### src/rtl/pingpong_write_ctrl.sv
// Upstream half of the BRAM ping-pong buffer: packs a valid/ready stream into
// DEPTH-word frames alternating between two banks and hands frames to the reader.
module pingpong_write_ctrl #(
  parameter int DATA_W = 8,
  parameter int ADDR_W = 6,
  parameter int DEPTH  = 8
) (
  input  logic              clk,
  input  logic              rst,
  input  logic              s_valid,
  input  logic [DATA_W-1:0] s_data,
  output logic              s_ready,
  output logic              bram0_we,
  output logic              bram1_we,
  output logic [ADDR_W-1:0] bram_addr,
  output logic [DATA_W-1:0] bram_din,
  output logic              rd_start,
  output logic              rd_bank,
  input  logic              rd_done,
  output logic [1:0]        full
);

  typedef enum logic {IDLE = 1'b0, BUSY = 1'b1} rd_state_t;

  localparam logic [ADDR_W-1:0] LAST = ADDR_W'(DEPTH - 1);

  rd_state_t         rd_state;
  logic              busy;
  logic              wr_bank;
  logic [ADDR_W-1:0] wr_cnt;
  logic              accept;
  logic              frame_last;
  logic [1:0]        full_set;
  logic [1:0]        full_clr;

  assign busy       = (rd_state == BUSY);
  assign s_ready    = ~full[wr_bank];
  assign accept     = s_valid & s_ready;
  assign frame_last = accept && (wr_cnt == LAST);

  // Set and clear can hit the same edge; they never target the same bank
  // because the writer only fills a bank whose flag is clear.
  assign full_set = frame_last ? (2'b01 << wr_bank) : 2'b00;
  assign full_clr = (busy && rd_done) ? (2'b01 << rd_bank) : 2'b00;

  always_ff @(posedge clk or posedge rst) begin
    if (rst) begin
      wr_bank   <= 1'b0;
      wr_cnt    <= '0;
      bram0_we  <= 1'b0;
      bram1_we  <= 1'b0;
      bram_addr <= '0;
      bram_din  <= '0;
    end else begin
      bram0_we <= accept && !wr_bank;
      bram1_we <= accept &&  wr_bank;
      if (accept) begin
        bram_addr <= wr_cnt;
        bram_din  <= s_data;
        if (frame_last) begin
          wr_cnt  <= '0;
          wr_bank <= ~wr_bank;
        end else begin
          wr_cnt  <= wr_cnt + 1'b1;
        end
      end
    end
  end

  always_ff @(posedge clk or posedge rst) begin
    if (rst) full <= 2'b00;
    else     full <= (full & ~full_clr) | full_set;
  end

  // Reader handshake: rd_bank only advances on release, so frames are
  // consumed strictly in fill order.
  always_ff @(posedge clk or posedge rst) begin
    if (rst) begin
      rd_state <= IDLE;
      rd_start <= 1'b0;
      rd_bank  <= 1'b0;
    end else begin
      rd_start <= 1'b0;
      case (rd_state)
        IDLE: if (full[rd_bank]) begin
          rd_state <= BUSY;
          rd_start <= 1'b1;
        end
        BUSY: if (rd_done) begin
          rd_state <= IDLE;
          rd_bank  <= ~rd_bank;
        end
        default: rd_state <= IDLE;
      endcase
    end
  end

endmodule

### config.mk
export PLATFORM = sky130hd
export DESIGN_NAME = pingpong_write_ctrl
export DESIGN_NICKNAME = d
export VERILOG_FILES = /design/src/rtl/pingpong_write_ctrl.sv
export SDC_FILE = /design/constraint.sdc
export NUM_CORES = 1
export LEC_CHECK = 0
export CAP_MARGIN = 10
export CORE_AREA = 2 2 56 58
export DETAILED_ROUTE_END_ITERATION = 10
export DIE_AREA = 0 0 58 60
export MAX_ROUTING_LAYER = met4
export PLACE_DENSITY_LB_ADDON = 0.1
export SYNTH_ARGS = -nofsm -noshare
export SYNTH_HDL_FRONTEND = slang
export SYNTH_SLANG_ARGS = --single-unit
export TNS_END_PERCENT = 100
### constraint.sdc
create_clock -name clk -period 3.2 [get_ports clk]
set_input_delay 0.8 -clock clk [delete_from_list [all_inputs] [get_ports clk]]
set_output_delay 0.8 -clock clk [all_outputs]
set_load 0.005 [all_outputs]
# Word level (Yosys, flattened, before mapping)
# Cells that the tools add are included.
[totals]
regBits = 28
inputBits = 12
word_cells = 42
[op_classes]
n_addsub = 1
magnitude_cmp = 2
n_eq_ne = 1
shift = 2
muxes = 11
n_bitwise = 8
n_reduce_logical = 7
[op_table]
columns = ["op", "n"]
rows = [
  ["$mux W1", 7],
  ["$add A6 B1 Y6 const B", 1],
  ["$eq A6 B3 Y1 const B", 1],
  ["$mux W6", 1],
  ["$logic_and A1 B1 Y1", 4],
  ["$lt A1 B2 Y1 const B", 2],
  ["$mux W2", 2],
  ["$not A1 Y1", 4],
  ["$reduce_and A2 Y1", 2],
  ["$shl A1 B1 Y2 const A", 2],
  ["$and A2 B2 Y2", 1],
  ["$not A2 Y2", 1],
  ["$or A2 B2 Y2", 1],
  ["$pmux W1 S2", 1],
  ["$and A1 B1 Y1", 1],
  ["$logic_not A1 Y1", 1],
]

# Depth between registers and ports, before layout
[logic_depth]
depth_word = 7
mapped_depth = 4
ltp_nobuf = 4

# Worst setup path after synthesis
# OpenSTA, ideal clock, no wires.
[synth_path]
path_kind = "input port to flip-flop"
startpoint = "in s_valid"
endpoint = "reg bram_addr[0]"
setup_time_ps = 125
arrival_ps = 1513
t_required_ps = 3075
path_slack_ps = 1562
cell_stages = 4
path_cell_list = "buf_2 > nand2_4 > buf_8 > mux2_4"
[synth_between]
elab_chain_cells = 1
[synth_lines]
columns = ["item", "line", "source"]
rows = [
  ["start, declared", "10", "input logic s_valid,"],
  ["$and A1 B1 Y1", "38", "assign accept = s_valid & s_ready;"],
  ["end signal, assigned", "58", "bram_addr <= wr_cnt;"],
  ["end, declared", "15", "output logic [ADDR_W-1:0] bram_addr,"],
]
# Every way passes these cells.
# A chain may end at the register's enable or synchronous reset.

# Final worst setup path
[layout_path]
startpoint = "reg wr_bank"
endpoint = "out s_ready"
[layout_between]
elab_chain_cells = 3
[layout_lines]
columns = ["item", "line", "source"]
rows = [
  ["start, declared", "29", "logic wr_bank;"],
  ["start signal, assigned", "62", "wr_bank <= ~wr_bank;"],
  ["$mux W1 (implied by the code) (2 in series)", "37", "assign s_ready = ~full[wr_bank];"],
  ["$not A1 Y1", "37", ""],
  ["end, declared", "12", "output logic s_ready,"],
]
# Every way passes these cells. The select of a mux whose other input is x is not followed.

==> flow_metrics.py <==
metrics = {
    "sta": {
        "skew_ns": 0.00924,
        "finalMaxSlewViolations": 0,
        "tightest_slew_ns": 0.373,
        "period_minus_slack_ns": 2.59,
        "hold_violations": 0,
        "setup_tns_ns": 0,
        "setup_violations": 0,
        "rsz0062_at_grt": "no",
        "worst_slew_margin_rel": 0.750,
        "period_share": 0.809,
        "fmax_mhz": 386,
    },
    "die": {
        "dieArea_um2": 3480,
        "die_y_um": 60,
        "die_x_um": 58,
        "coreArea_um2": 2900,
        "ios": 33,
        "rows": 20,
        "initial_utilization": 0.412,
    },
    "final_layout": {
        "diodes": 0,
        "fin_util": 0.551,
        "fin_nets": 131,
        "drive_gt1_frac": 0.214,
        "area_growth_pct": 33.5,
        "final_cells": 150,
    },
    "drt": {
        "num_vias": 766,
        "first_pass_iters": 2,
        "via_per_inst": 5.11,
        "wl_mm": 2.12,
        "drt_iter0_drc": 5,
        "wl_per_cell_um": 14.1,
        "drc": 0,
        "ant_nets": 0,
    },
    "setup_path": {
        "path_class": "reg -> out",
        "crit_family": "buffers and inverters",
        "crit_buf_inv": 1,
        "worstPathMaxFanout": 8,
        "worst_path_max_delay_cell": "clkdlybuf4s50_1",
        "critPathCaptureType": "primary output",
        "critPathLaunchType": "flop",
        "arrival_ns": 1.79,
        "crit_path_max_incr_delay_ns": 0.57,
        "critPathRequiredTime_ns": 2.40,
        "cp_cell_sequence": "mux2i_4, clkdlybuf4s50_1",
    },
    "yosys": {
        "syn-cell-area_um2": 1200,
        "yosys-top-cells-area": "dfrtp_1, mux2_4, mux2_2",
        "synth.most_common_cell": "dfrtp_1",
        "synth_top_cell_by_area": "dfrtp_1",
        "ys_seq_elements": 28,
        "ys.flop_type": "dfrtp_1",
        "synth-edff-count": 0,
        "ys_seq_area_frac": 0.585,
        "synthCells": 82,
        "synth_top_area_frac": 0.585,
        "synth_nets": 95,
        "synth-async-reset-ratio": 1.00,
        "ys_warn_count": 0,
        "avgSynthCellArea_um2": 14.6,
        "synth_cell_types": 26,
        "synthTopCellsByCount": "dfrtp_1, mux2_4, mux2_2, nand2_1",
    },
    "clock_network": {
        "clk_pin_slew_ns": 0.15,
        "cts-root-buf": "clkbuf_4",
        "holdBufCountCts": 0,
        "clockBufferDepth": 2,
        "tritoncts": "built",
        "cts-htree-levels": 1,
        "cts_resized": 0,
        "clkSinkCount": 28,
        "cts_setup_buffers": 0,
        "cts_buffers": 3,
        "clk_latency_ns": 0.32,
    },
    "grt": {
        "antenna_found_initial": 0,
        "grt_pass1_vias": 823,
        "grt_max_degree": 29,
        "grt_pass1_wl_mm": 3.69,
        "grt_use_total": 0.147,
        "grt_overflow_total": 0,
    },
    "pwr": {
        "vdd_drop_max_mv": 0.539,
        "p_leak_nw": 0.707,
        "power_per_cell_area_nw_per_um2": 964,
    },
    "placed_design": {
        "hpwlAfterDp_mm": 1.54,
        "port_buffers": 32,
        "gp_congestion": 0.821,
        "post-place-cells": 146,
    },
    "min_path": {
        "min_path_type": "reg -> reg",
    },
    "outcome": {
        "status": "complete, no violations",
    },
    "flow_run": {
        "max-cap-violations": 0,
    },
}
[metal layers]
metal / share of wire / vias to the layer above / track usage
li1: - / 362 / -
met1: 0.46 / 378 / 0.189
met2: 0.48 / 22 / 0.224
met3: 0.045 / 4 / 0.0238
met4: 0.015 / 0 / 0.0764
met5: 0 / - / -
[registers in the layout, summed over array words and instances, names as in the netlist]
name,cells
bram0_we,1
bram1_we,1
bram_addr,6
bram_din,8
busy,1
full,2
rd_bank,1
rd_start,1
wr_bank,1
wr_cnt,6
[cell usage in the layout, fill, tap and decap left out]
master           count
and2_1               2
a21bo_2              1
inv_1                2
mux2_4               9
mux2_2               7
nand3_1              2
nand2_4              1
nor3b_1              1
nand2_1              4
dfrtp_1             28
ha_1                 1
a22o_1               2
nand4_1              3
or2_2                1
mux2i_4              1
a21oi_1              1
bufinv_16            1
xnor2_1              3
a41oi_1              2
mux2i_1              2
and3_1               1
nand4bb_1            1
nor2_1               3
o2111ai_1            1
nor3_1               1
clkdlybuf4s50_1     32
clkbuf_4             3
buf_4                1
[kinds of logic (layout without fill, tap and decap cells)]
logic type	after synthesis	count (layout)	synth area share
adders and majority gates	1	1	0.0104
DFF	28	28	0.585
xor gates and xnor gates	3	3	0.0219
AOI/OAI and AO/OA	7	7	0.0491
muxes	19	19	0.214
buffers and inverters	4	39	0.0230
and+or+nand+nor	20	20	0.0961
[cell type report]
cell class	instances	area, µm²
clock buffers	3	22.5
clock inverters	1	30.0
fillers	256	1300
inverters	2	7.51
multi-input cells	50	469
flip-flops and latches	28	701
well taps	33	41.3
repair buffers	33	328
[power by group]
group | switching, mW | internal (mW) | total (mW)
logic | 0.205 | 0.447 | 0.652
clock network | 0.101 | 0.127 | 0.227
registers | 0.149 | 0.514 | 0.663
[worst paths after layout]
check,cells after the start,slack [ns],end,startpoint
max,2,0.61,s_ready,wr_bank$_DFFE_PP0P_
min,1,0.50,rd_start$_DFF_PP0_,busy$_DFF_PP0_
max reg2reg,3,1.61,bram_addr[4]$_DFFE_PP0P_,wr_bank$_DFFE_PP0P_
min reg2reg,1,0.50,rd_start$_DFF_PP0_,busy$_DFF_PP0_
max in group asynchronous,3,2.12,bram_addr[3]$_DFFE_PP0P_,rst
min in group asynchronous,3,0.82,bram_din[6]$_DFFE_PP0P_,rst
[metrics by stage]
step	worst slack (ns)	area, µm²	power (mW)	hold slack [ns]
after global placement	0.996	1550	1.31	0.491
after detailed placement	0.958	1550	1.33	0.497
final	0.612	1600	1.54	0.502
after CTS	0.589	1600	1.57	0.515
after floorplan	1.56	1200	1.02	0.469
after global routing	0.534	1600	1.65	0.543
(Power assumes the default switching activity.)
